===== config.mk =====
export PLATFORM = sky130hd
export DESIGN_NAME = fp32_to_fp16
export DESIGN_NICKNAME = d
export VERILOG_FILES = /design/src/rtl/fp_conv_pkg.sv /design/src/rtl/fp32_to_fp16_core.sv /design/src/rtl/fp32_to_fp16.sv
export SDC_FILE = /design/constraint.sdc
export NUM_CORES = 1
export LEC_CHECK = 0
export CAP_MARGIN = 20
export CORE_MARGIN = 10
export CORE_UTILIZATION = 55
export DETAILED_ROUTE_END_ITERATION = 8
export HOLD_SLACK_MARGIN = 0.12
export PLACE_DENSITY_LB_ADDON = 0.15
export SLEW_MARGIN = 25
export SYNTH_ARGS = -nofsm -noshare
export SYNTH_HDL_FRONTEND = slang
export SYNTH_SLANG_ARGS = --single-unit

===== constraint.sdc =====
create_clock -name clk -period 2.4 [get_ports clk]
set_input_delay 0.48 -clock clk [delete_from_list [all_inputs] [get_ports clk]]
set_output_delay 0.48 -clock clk [all_outputs]
set_load 0.05 [all_outputs]

===== src/rtl/fp_conv_pkg.sv =====
// Shared constants and types for the fp32 -> fp16 narrowing converter.
package fp_conv_pkg;

    localparam int FP32_EXP_W = 8;
    localparam int FP32_MAN_W = 23;
    localparam int FP16_EXP_W = 5;
    localparam int FP16_MAN_W = 10;

    localparam int FP32_BIAS = 127;
    localparam int FP16_BIAS = 15;

    localparam logic [FP16_EXP_W-1:0] FP16_EMAX_FIELD = 5'h1F;
    localparam logic [FP16_MAN_W-1:0] FP16_QNAN_BIT   = 10'h200;

    typedef logic [FP32_EXP_W+FP32_MAN_W:0] fp32_t;
    typedef logic [FP16_EXP_W+FP16_MAN_W:0] fp16_t;

endpackage


===== src/rtl/fp32_to_fp16_core.sv =====
// Combinational classify/shift/round for binary32 -> binary16 (RNE).
// FP32_TO_FP16_SUBNORM_EN enables subnormal fp16 results; otherwise tiny results flush to zero.
module fp32_to_fp16_core
    import fp_conv_pkg::*;
(
    input  logic [31:0] fp32,
    output logic [15:0] fp16,
    output logic        invalid,
    output logic        underflow,
    output logic        overflow
);

    // Biased fp32 exponent thresholds for the fp16 normal range [-14, 15].
    localparam logic [7:0] E_MAX_NORM = 8'(FP32_BIAS + FP16_BIAS);
    localparam logic [7:0] E_MIN_NORM = 8'(FP32_BIAS - FP16_BIAS + 1);
    localparam logic [7:0] E_REBIAS   = 8'(FP32_BIAS - FP16_BIAS);
    localparam logic [7:0] E_SUB_REF  = 8'(FP32_BIAS - 1);

    logic        s;
    logic [7:0]  e;
    logic [22:0] m;

    logic        nrm_rnd;
    logic [14:0] nrm_sum;

    logic [7:0]  sub_t;
    logic [5:0]  sub_tc;
    logic [63:0] sig64;
    logic [63:0] sub_mask;
    logic [10:0] sub_q;
    logic        sub_guard;
    logic        sub_sticky;
    logic [10:0] sub_res;
    logic        sub_inexact;

    assign s = fp32[31];
    assign e = fp32[30:23];
    assign m = fp32[22:0];

    always_comb begin
        nrm_rnd = m[12] & ((|m[11:0]) | m[13]);
        nrm_sum = {5'(e - E_REBIAS), m[22:13]} + 15'(nrm_rnd);

        // Total shift places the guard bit; beyond 38 every bit is already sticky.
        sub_t       = E_SUB_REF - e;
        sub_tc      = (sub_t > 8'd38) ? 6'd38 : sub_t[5:0];
        sig64       = {40'b0, 1'b1, m};
        sub_mask    = (64'd1 << (sub_tc - 6'd1)) - 64'd1;
        sub_q       = 11'(sig64 >> sub_tc);
        sub_guard   = sig64[sub_tc - 6'd1];
        sub_sticky  = |(sig64 & sub_mask);
        sub_res     = sub_q + 11'(sub_guard & (sub_sticky | sub_q[0]));
        sub_inexact = sub_guard | sub_sticky;
    end

    always_comb begin
        fp16      = {s, 15'h0};
        invalid   = 1'b0;
        underflow = 1'b0;
        overflow  = 1'b0;
        if (e == 8'hFF) begin
            if (m != '0) begin
                fp16    = {s, FP16_EMAX_FIELD, m[22:13] | FP16_QNAN_BIT};
                invalid = 1'b1;
            end else begin
                fp16 = {s, FP16_EMAX_FIELD, 10'h0};
            end
        end else if (e == 8'h00) begin
            underflow = (m != '0);
        end else if (e > E_MAX_NORM) begin
            fp16     = {s, FP16_EMAX_FIELD, 10'h0};
            overflow = 1'b1;
        end else if (e >= E_MIN_NORM) begin
            if (nrm_sum[14:10] == FP16_EMAX_FIELD) begin
                fp16     = {s, FP16_EMAX_FIELD, 10'h0};
                overflow = 1'b1;
            end else begin
                fp16 = {s, nrm_sum};
            end
        end else begin
`ifdef FP32_TO_FP16_SUBNORM_EN
            fp16      = {s, 4'h0, sub_res};
            underflow = sub_inexact;
`else
            if (sub_res[10]) begin
                fp16      = {s, 4'h0, sub_res};
                underflow = sub_inexact;
            end else begin
                underflow = 1'b1;
            end
`endif
        end
    end

endmodule


===== src/rtl/fp32_to_fp16.sv =====
// Registered fp32 -> fp16 converter, one-cycle latency, one conversion per clock.
// Subnormal fp16 output is enabled by FP32_TO_FP16_SUBNORM_EN.
module fp32_to_fp16
    import fp_conv_pkg::*;
(
    input  logic        clk,
    input  logic        rst,
    input  logic        in_valid,
    input  logic [31:0] fp32,
    output logic        out_valid,
    output logic [15:0] fp16,
    output logic        invalid,
    output logic        underflow,
    output logic        overflow
);

    fp16_t conv_fp16;
    logic  conv_invalid;
    logic  conv_underflow;
    logic  conv_overflow;

    fp32_to_fp16_core u_core (
        .fp32      (fp32),
        .fp16      (conv_fp16),
        .invalid   (conv_invalid),
        .underflow (conv_underflow),
        .overflow  (conv_overflow)
    );

    always_ff @(posedge clk or posedge rst) begin
        if (rst) begin
            out_valid <= 1'b0;
            fp16      <= '0;
            invalid   <= 1'b0;
            underflow <= 1'b0;
            overflow  <= 1'b0;
        end else begin
            out_valid <= in_valid;
            if (in_valid) begin
                fp16      <= conv_fp16;
                invalid   <= conv_invalid;
                underflow <= conv_underflow;
                overflow  <= conv_overflow;
            end
        end
    end

endmodule


==> impl_metrics.env, run 1 <==
export IMPL_status="aborted with a tool error"
export IMPL_ys_ff_latch=20
export IMPL_grt_worst_endpoint="underflow$_DFFE_PP0P_/D"
export IMPL_synthArstFlopShare=1.00
export IMPL_die_h_um=114
export IMPL_syn_area_um2=4830
export IMPL_avgSynthCellArea_um2=7.23
export IMPL_postSynthNetCount=716
export IMPL_ioPinCount=55
export IMPL_hold_buffers=0
export IMPL_gp_congestion=1.19
export IMPL_numPortBuffers=54
export IMPL_dp_hpwl_um=17200
export IMPL_antenna_found_initial=7
export IMPL_h_tree_depth=1
export IMPL_row_count=34
export IMPL_synth_edff_count=0
export IMPL_start_util=0.559
export IMPL_grt_use_total=0.656
export IMPL_clk_path_buf_depth=2
export IMPL_numCtsBuffers=3
export IMPL_grt_max_degree=35
export IMPL_synth_area_leader_cell="dfrtp_1"
export IMPL_die_w_um=114
export IMPL_error="[ERROR GRT-0232] Routing congestion too high. Check the congestion heatmap in the GUI."
export IMPL_overflow=7
export IMPL_synth_most_common_cell="nor2_1"
export IMPL_ys_seq_area_frac=0.104
export IMPL_synth_top_cells_by_count="nor2_1, nand2_1, a21oi_1, clkbuf_1, o21ai_0"
export IMPL_clock_root_buffer="clkbuf_8"
export IMPL_synthCells=668
export IMPL_synth_ff_type="dfrtp_1"
export IMPL_worst_ep_kind="register input"
export IMPL_placed_cell_area_um2=7200
export IMPL_cts_sinks=20
export IMPL_synth_warnings=0
export IMPL_lastStage="5_1_grt"
export IMPL_synthDominantCellAreaShare=0.104
export IMPL_synth_area_top_cells="dfrtp_1, nor2_1, mux2i_1, a21oi_1, nand2_1"
export IMPL_synth_cell_type_count=97
## kinds of logic after synthesis
| group | count (synthesis) | synth area share |
|---|---|---|
| adders and majority gates | 13 | 0.0337 |
| AOI/OAI and AO/OA | 236 | 0.368 |
| DFF | 20 | 0.104 |
| muxes | 32 | 0.0840 |
| xor gates and xnor gates | 29 | 0.0596 |
| and+or+nand+nor | 259 | 0.277 |
| buffers and inverters | 79 | 0.0741 |
## stage by stage
step                      cells  setup WS [ns]  utilization
after floorplan             668          -2.80            -
after global placement     1013          -2.88        0.834
after detailed placement   1013          -3.10        0.834
after CTS                  1036          -2.13        0.885
## timing repair
item / 4_1_cts
endpoints found under the setup margin: 16
setup buffers: 19
pin swaps: 23
gates resized for setup: 85
## per-layer routing
metal  overflow  track usage
met5          0        0.227
met4          3        0.590
met3          0        0.601
met2          4        0.777
met1          0        0.648
==> run 2, diff against run 1 <==
- CORE_UTILIZATION: 55 -> 40
- HOLD_SLACK_MARGIN: 0.12 -> unset
==> impl_metrics.env, run 2 <==
export IMPL_worst_slack_ns=-2.25
export IMPL_row_count=40
export IMPL_clock_root_buffer="clkbuf_16"
export IMPL_synthSimpleGateAreaFrac=0.277
export IMPL_drtIter0Drc=807
export IMPL_synth_area_leader_cell="dfrtp_1"
export IMPL_topRoutingLayerUsed="met4"
export IMPL_setup_viol=12
export IMPL_worstHoldPathType="flop to flop"
export IMPL_tightest_slew_ns=0.776
export IMPL_finish_utilization=0.682
export IMPL_wl_met3_um=2050
export IMPL_num_antenna_cells=0
export IMPL_cts_tree="yes"
export IMPL_final_common_cell="buf_4"
export IMPL_numCtsBuffers=3
export IMPL_ant_nets=0
export IMPL_layout_cells_non_filler=1104
export IMPL_synthCells=668
export IMPL_ioPinCount=55
export IMPL_critPathCaptureType="flop"
export IMPL_pre_cts_ws_ns=-3.18
export IMPL_n_fill_cell=980
export IMPL_drive_above_1_share=0.446
export IMPL_cts_sinks=20
export IMPL_die_h_um=130
export IMPL_synthDominantCellAreaShare=0.104
export IMPL_dr_wl_met2_um=11300
export IMPL_hold_path_cell_count=1
export IMPL_synthAdderAreaFrac=0.0337
export IMPL_fin_skew_ns=0
export IMPL_startpoint_type="input port"
export IMPL_start_util=0.405
export IMPL_synth_top_family_by_area="compound AO/OA/AOI/OAI gates"
export IMPL_dp_hpwl_um=19200
export IMPL_synth_xor_area_frac=0.0596
export IMPL_synthMuxAreaShare=0.0840
export IMPL_synth_top_cells_by_count="nor2_1, nand2_1, a21oi_1, clkbuf_1, o21ai_0"
export IMPL_min_period_over_period=1.94
export IMPL_coreArea_um2=11900
export IMPL_synth_ff_type="dfrtp_1"
export IMPL_status="complete, but fails checks"
export IMPL_grt_first_pass_wirelength_um=37700
export IMPL_violations="setup timing"
export IMPL_fmax_ghz=0.215
export IMPL_synth_cell_type_count=97
export IMPL_p_leak_nw=3.47
export IMPL_avgSynthCellArea_um2=7.23
export IMPL_vias_per_cell=6.26
export IMPL_gp_congestion=0.992
export IMPL_grt_use_total=0.280
export IMPL_synth_most_common_cell="nor2_1"
export IMPL_timing_rr_end="fp16[0]"
export IMPL_synth_area_top_cells="dfrtp_1, nor2_1, mux2i_1, a21oi_1, nand2_1"
export IMPL_drc=0
export IMPL_clock_latency_ns=0.26
export IMPL_area_delta_synth_final_pct=68.4
export IMPL_route_detailed_wl_per_inst_um=22.0
export IMPL_critPathMaxFanout=6
export IMPL_dpl_cell_count=1065
export IMPL_ys_ff_latch=20
export IMPL_layout_common_cells="buf_4, nor2_1, nand2_1, a21oi_1, clkdlybuf4s50_1"
export IMPL_numPortBuffers=54
export IMPL_drv_cap=0
export IMPL_h_tree_depth=1
export IMPL_path_class="input port to flop"
export IMPL_p_total_w=0.00227
export IMPL_regMostFlops="fp16"
export IMPL_power_density_nw_per_um2=280
export IMPL_hold_viol_final=0
export IMPL_vias=6913
export IMPL_crit_required_ns=2.54
export IMPL_postSynthNetCount=716
export IMPL_met1_length_um=9910
export IMPL_r2r_start="fp16[0]"
export IMPL_clk_path_buf_depth=2
export IMPL_drt_wl_total_um=24300
export IMPL_grt_pass1_vias=6878
export IMPL_arrival_ns=4.79
export IMPL_drtPass1Iterations=5
export IMPL_path_clk_slew_ns=0.06
export IMPL_grt_max_degree=41
export IMPL_reg2reg_depth=2
export IMPL_largest_register_ffs=16
export IMPL_ir_drop_mv=0.194
export IMPL_ys_seq_area_frac=0.104
export IMPL_min_from="invalid"
export IMPL_syn_area_um2=4830
export IMPL_rsz0062_at_grt="yes"
export IMPL_die_area_um2=16900
export IMPL_antenna_found_initial=0
export IMPL_synth_warnings=0
export IMPL_synth_edff_count=0
export IMPL_synthArstFlopShare=1.00
export IMPL_die_w_um=130
export IMPL_maxSlewViolCount=0
export IMPL_synth_compound_area_share=0.368
export IMPL_final_nets=1007
export IMPL_maxSlewHeadroom=0.482
export IMPL_reg2reg_slack_ns=1.49
export IMPL_fin_crit_ns=4.65
export IMPL_overflow=0
export IMPL_hold_path_end="invalid"
[run 2: cell families (layout without fill, tap and decap cells)]
kind of cell	after synthesis	count (layout)
AOI/OAI and AO/OA	236	236
xor gates and xnor gates	29	29
adders and majority gates	13	13
buffers and inverters	79	368
DFF	20	20
muxes	32	32
and+or+nand+nor	259	259
[run 2: critical path, stage by stage]
cell       delay, ns
buf_8           0.10
ha_4            0.18
buf_6           0.14
and3b_1         0.23
nand3_2         0.10
o211a_4         0.18
buf_6           0.12
nor3_4          0.19
inv_2           0.08
ha_4            0.19
a21o_1          0.20
o211a_4         0.30
buf_4           0.14
buf_6           0.10
or4b_1          0.52
a31o_1          0.19
a222oi_1        0.46
nand4_1         0.17
or3_4           0.45
nor3b_2         0.18
o2bb2ai_1       0.08
[run 2: stage by stage]
stage	hold slack, ns	instance area (µm²)	TNS, ns
after floorplan	0.444	5020	-30.83
after global placement	0.464	7360	-35.98
after detailed placement	0.490	7360	-38.90
after CTS	0.502	7920	-22.81
after global routing	0.525	8130	-25.99
final	0.502	8130	-24.13
[run 2: cell type report]
type                            count  area [µm²]  area share
Clock buffer                        3        75.1     0.00924
Multi-Input combinational cell    569        4450       0.548
Sequential cell                    20         500      0.0616
Tap cell                          147         184      0.0226
Timing Repair Buffer              347        2840       0.349
Inverter                           18        78.8     0.00970
[run 2: metal layers]
layer  track usage  up-vias
li1              -     3134
met1         0.357     3282
met2         0.473      420
met3        0.0377       77
met4         0.104        0
met5             0        -
[run 2: repair_timing]
action,4_1_cts,5_1_grt
setup buffers,26,13
hold buffers,0,0
pin swaps,44,27
resized for setup,144,30
setup endpoints to repair,14,14
[run 2: worst max path at each step]
stage,startpoint,to,slack (ns),cells after the start
floorplan,fp32[23],underflow,-2.80,24
global placement,fp32[24],underflow,-2.94,22
detailed placement,fp32[24],fp16[9],-3.18,23
CTS,fp32[23],underflow,-2.05,20
global route,fp32[23],underflow,-2.32,23
finish,fp32[23],underflow,-2.25,21
[run 2: report_power, final]
group / internal, W / leakage (nW) / switching [W]
Combinational: 0.000701 / 3.18 / 0.000847
Clock: 0.000220 / 0.0370 / 0.000124
Sequential: 0.000365 / 0.251 / 0.0000172
Total: 0.00129 / 3.47 / 0.000988
Note: power is estimated with default switching activity, not from simulation.
==> run 3, diff against run 2 <==
- SKIP_LAST_GASP: unset -> 1
==> impl_metrics.env, run 3 (synthesized netlist as in run 2, its figures left out) <==
export IMPL_maxSlewHeadroom=0.473
export IMPL_clk_path_buf_depth=2
export IMPL_crit_required_ns=2.55
export IMPL_grt_first_pass_wirelength_um=37700
export IMPL_critPathCaptureType="flop"
export IMPL_r2r_start="fp16[0]"
export IMPL_internal_power_w=0.00128
export IMPL_ioPinCount=55
export IMPL_min_period_over_period=1.94
export IMPL_power_density_nw_per_um2=281
export IMPL_drc=0
export IMPL_layout_common_cells="buf_4, nor2_1, nand2_1, a21oi_1, clkdlybuf4s50_1"
export IMPL_power_switching_w=0.000992
export IMPL_dp_hpwl_um=19200
export IMPL_route_detailed_wl_per_inst_um=22.1
export IMPL_worst_slack_ns=-2.25
export IMPL_vias=6907
export IMPL_drive_above_1_share=0.446
export IMPL_met1_length_um=9820
export IMPL_path_clk_slew_ns=0.06
export IMPL_row_count=40
export IMPL_maxSlewViolCount=0
export IMPL_numCtsBuffers=3
export IMPL_power_frac_clock=0.153
export IMPL_finish_utilization=0.681
export IMPL_path_class="input port to flop"
export IMPL_critPathMaxFanout=6
export IMPL_cts_tree="yes"
export IMPL_dr_wl_met2_um=11500
export IMPL_hold_buffers=0
export IMPL_start_util=0.405
export IMPL_p_leak_nw=3.46
export IMPL_final_nets=1006
export IMPL_num_antenna_cells=0
export IMPL_ant_nets=0
export IMPL_area_delta_synth_final_pct=68.0
export IMPL_fin_setup_tns_ns=-24.21
export IMPL_drtPass1Iterations=5
export IMPL_fin_skew_ns=0
export IMPL_violations="setup timing"
export IMPL_grt_pass1_vias=6869
export IMPL_startpoint_type="input port"
export IMPL_arrival_ns=4.80
export IMPL_drv_cap=0
export IMPL_clock_root_buffer="clkbuf_16"
export IMPL_wl_met3_um=2130
export IMPL_min_from="fp16[15]"
export IMPL_status="complete, but fails checks"
export IMPL_fmax_ghz=0.215
export IMPL_h_tree_depth=1
export IMPL_antenna_found_initial=0
export IMPL_numPortBuffers=54
export IMPL_cts_sinks=20
export IMPL_grt_max_degree=41
export IMPL_drtIter0Drc=902
export IMPL_coreArea_um2=11900
export IMPL_die_h_um=130
export IMPL_overflow=0
export IMPL_swShare=0.436
export IMPL_clock_latency_ns=0.26
export IMPL_fin_crit_ns=4.65
export IMPL_vias_per_cell=6.26
export IMPL_rsz0062_at_grt="yes"
export IMPL_p_seq_frac=0.168
export IMPL_topRoutingLayerUsed="met4"
export IMPL_ir_drop_mv=0.196
export IMPL_largest_register_ffs=16
export IMPL_combPwrFrac=0.679
export IMPL_die_w_um=130
export IMPL_tightest_slew_ns=0.790
export IMPL_grt_use_total=0.280
export IMPL_drt_wl_total_um=24300
export IMPL_hold_viol_final=0
export IMPL_setup_viol=12
export IMPL_worstHoldPathType="flop to flop"
export IMPL_final_common_cell="buf_4"
export IMPL_die_area_um2=16900
export IMPL_startpoint="fp32[23]"
export IMPL_regMostFlops="fp16"
export IMPL_gp_congestion=0.992
[run 3: what timing repair did]
action | in CTS | in global routing
setup buffers | 26 | 13
pin swaps | 44 | 25
endpoints found under the setup margin | 14 | 14
resized for setup | 136 | 32
[run 3: power groups by stage]
stage | registers (W) | logic, W | clock network, W
after floorplan | 0.000482 | 0.000651 | 0
after global placement | 0.000386 | 0.00136 | 0
after detailed placement | 0.000388 | 0.00137 | 0
after CTS | 0.000382 | 0.00146 | 0.000343
after global routing | 0.000386 | 0.00163 | 0.000363
final | 0.000382 | 0.00154 | 0.000348
[run 3: area by class of cell]
cell class | count | area (µm²)
clock buffers | 3 | 75.1
fillers | 983 | 3800
inverters | 18 | 78.8
multi-input cells | 569 | 4450
flip-flops and latches | 20 | 500
well taps | 147 | 184
repair buffers | 346 | 2820
[run 3: routing by layer]
layer / up-vias / track usage
met2: 395 / 0.474
li1: 3129 / -
met4: 0 / 0.0972
met3: 83 / 0.0373
met1: 3300 / 0.357
met5: - / 0
[run 3: path summary, 6_finish.rpt]
kind                                   to  slack [ns]  depth (start not counted)
worst max-delay path            underflow       -2.25                         21
worst min-delay path             fp16[15]        0.50                          1
worst max register to register    fp16[0]        1.48                          2
worst min register to register   fp16[15]        0.50                          1
max in group asynchronous        fp16[12]        1.24                          2
min in group asynchronous       underflow        0.67                          2
[run 3: worst max-delay path, cell delays in order]
cell and delay [ns]:
buf_8 0.10, ha_4 0.18, buf_6 0.14, and3b_1 0.23
nand3_2 0.10, o211a_4 0.18, buf_6 0.12, nor3_4 0.20
inv_2 0.08, ha_4 0.19, a21o_1 0.20, o211a_4 0.30
buf_4 0.14, buf_6 0.10, or4b_1 0.53, a31o_1 0.19
a222oi_1 0.46, nand4_1 0.17, or3_4 0.45, nor3b_2 0.18
o2bb2ai_1 0.08
[run 3: metrics by stage]
| stage | hold slack, ns | cells | area (µm²) | total power (W) | setup WS [ns] |
|---|---|---|---|---|---|
| 2_1_floorplan | 0.444 | 668 | 5020 | 0.00113 | -2.80 |
| 3_5_place_dp | 0.490 | 1065 | 7360 | 0.00176 | -3.18 |
| 4_1_cts | 0.502 | 1092 | 7900 | 0.00218 | -2.05 |
| 3_3_place_gp | 0.464 | 1065 | 7360 | 0.00175 | -2.94 |
| 6_report | 0.504 | 1103 | 8110 | 0.00228 | -2.25 |
| 5_1_grt | 0.525 | 1103 | 8110 | 0.00238 | -2.32 |
==> run 4, diff against run 3 <==
- SKIP_CTS_REPAIR_TIMING: unset -> 1
==> impl_metrics.env, run 4 (synthesized netlist as in run 2, its figures left out) <==
export IMPL_h_tree_depth=1
export IMPL_path_clk_slew_ns=0.06
export IMPL_combPwrFrac=0.676
export IMPL_numPortBuffers=54
export IMPL_arrival_ns=4.73
export IMPL_grt_use_total=0.270
export IMPL_maxSlewHeadroom=0.481
export IMPL_timing_hold_ws_ns=0.498
export IMPL_reg2reg_slack_ns=1.33
export IMPL_path_class="input port to flop"
export IMPL_regMostFlops="fp16"
export IMPL_path_buf_inv=5
export IMPL_n_fill_cell=1003
export IMPL_row_count=40
export IMPL_final_common_cell="buf_4"
export IMPL_numCtsBuffers=3
export IMPL_ant_nets=0
export IMPL_cp_slowest_stage_delay_ns=0.50
export IMPL_overflow=0
export IMPL_worstHoldPathType="flop to flop"
export IMPL_fin_skew_ns=0
export IMPL_power_density_nw_per_um2=280
export IMPL_grtUsageMet2=0.456
export IMPL_internal_power_w=0.00126
export IMPL_fmax_ghz=0.218
export IMPL_largest_register_ffs=16
export IMPL_ir_drop_mv=0.196
export IMPL_finish_utilization=0.674
export IMPL_hold_viol_final=0
export IMPL_rsz0062_at_grt="yes"
export IMPL_busiest_layer="met2"
export IMPL_drtIter0Drc=807
export IMPL_drv_cap=0
export IMPL_cts_tree="yes"
export IMPL_power_frac_clock=0.154
export IMPL_p_leak_nw=3.45
export IMPL_maxSlewViolCount=0
export IMPL_fin_crit_ns=4.59
export IMPL_use_met1=0.352
export IMPL_status="complete, but fails checks"
export IMPL_start_util=0.405
export IMPL_met3_usage=0.0341
export IMPL_grt_first_pass_wirelength_um=36300
export IMPL_critPathCaptureType="flop"
export IMPL_crit_required_ns=2.54
export IMPL_cp_cell_sequence="buf_8 > ha_4 > buf_6 > and3b_1 > nand3_2 > o211a_4 > buf_6 > nor3_4 > inv_2 > ha_4 > a21o_1 > o211a_4 > buf_4 > or4b_4 > a31o_1 > a222oi_1 > nand4_1 > or3_4 > nor3b_2 > o2bb2ai_1"
export IMPL_critPathMaxFanout=6
export IMPL_fin_setup_tns_ns=-24.45
export IMPL_antenna_found_initial=0
export IMPL_worst_slack_ns=-2.19
export IMPL_clock_latency_ns=0.26
export IMPL_grt_pass1_vias=6521
export IMPL_power_switching_w=0.000980
export IMPL_drt_wl_total_um=24100
export IMPL_pre_cts_ws_ns=-3.18
export IMPL_coreArea_um2=11900
export IMPL_tightest_slew_ns=0.777
export IMPL_dp_hpwl_um=19200
export IMPL_drc=0
export IMPL_vias=6808
export IMPL_startpoint_type="input port"
export IMPL_area_delta_synth_final_pct=66.3
export IMPL_clk_path_buf_depth=2
export IMPL_final_nets=992
export IMPL_drive_above_1_share=0.427
export IMPL_gp_congestion=0.992
export IMPL_ioPinCount=55
export IMPL_violations="setup timing"
export IMPL_die_area_um2=16900
export IMPL_route_detailed_wl_per_inst_um=22.1
export IMPL_clock_root_buffer="clkbuf_16"
export IMPL_p_total_w=0.00224
export IMPL_cts_sinks=20
export IMPL_min_period_over_period=1.91
export IMPL_die_w_um=130
export IMPL_die_h_um=130
export IMPL_grt_max_degree=41
export IMPL_setup_viol=12
export IMPL_critical_path_top_delay_family="simple AND/OR/NAND/NOR gates"
export IMPL_p_seq_frac=0.171
export IMPL_slowest_stage="or4b_4"
export IMPL_drtPass1Iterations=5
export IMPL_layout_common_cells="buf_4, nor2_1, nand2_1, a21oi_1, clkdlybuf4s50_1"
export IMPL_swShare=0.437
export IMPL_num_antenna_cells=0
export IMPL_vias_per_cell=6.25
-- run 4: cell count changes in the layout (fill, tap and decap cells not counted), sizes merged --
cell           delta
dlymetal6s2s      +9
buf              -24
clkdlybuf4s15     -3
clkbuf            +4
-- run 4: routing by layer --
layer,vias up,part of all wire
li1,3099,-
met1,3278,0.42
met2,374,0.47
met3,57,0.077
met4,0,0.032
met5,-,0
-- run 4: cell type report --
type,count,area (µm²),share of cell area
clock buffer,3,75.1,0.00935
inverter,18,76.3,0.00951
multi-input combinational,569,4450,0.555
sequential,20,500,0.0624
tap,147,184,0.0229
timing repair buffer,332,2740,0.341
-- run 4: metrics by stage --
step / cell area [µm²] / cells
2_1_floorplan: 5020 / 668
3_3_place_gp: 7360 / 1065
3_5_place_dp: 7360 / 1065
4_1_cts: 7430 / 1068
5_1_grt: 8030 / 1089
6_report: 8030 / 1089
-- run 4: final timing paths --
kind | endpoint | from | cells past startpoint
max | underflow | fp32[23] | 20
min | invalid | invalid | 1
max reg2reg | fp16[0] | fp16[0] | 2
min reg2reg | invalid | invalid | 1
max in group asynchronous | fp16[14] | rst | 2
min in group asynchronous | fp16[3] | rst | 2
-- run 4: power by group through the flow --
stage	logic (W)	registers (W)	clock network (W)
final	0.00152	0.000383	0.000345
after global routing	0.00160	0.000386	0.000358
after CTS	0.00138	0.000382	0.000343
after detailed placement	0.00137	0.000388	0
after global placement	0.00136	0.000386	0
after floorplan	0.000651	0.000482	0
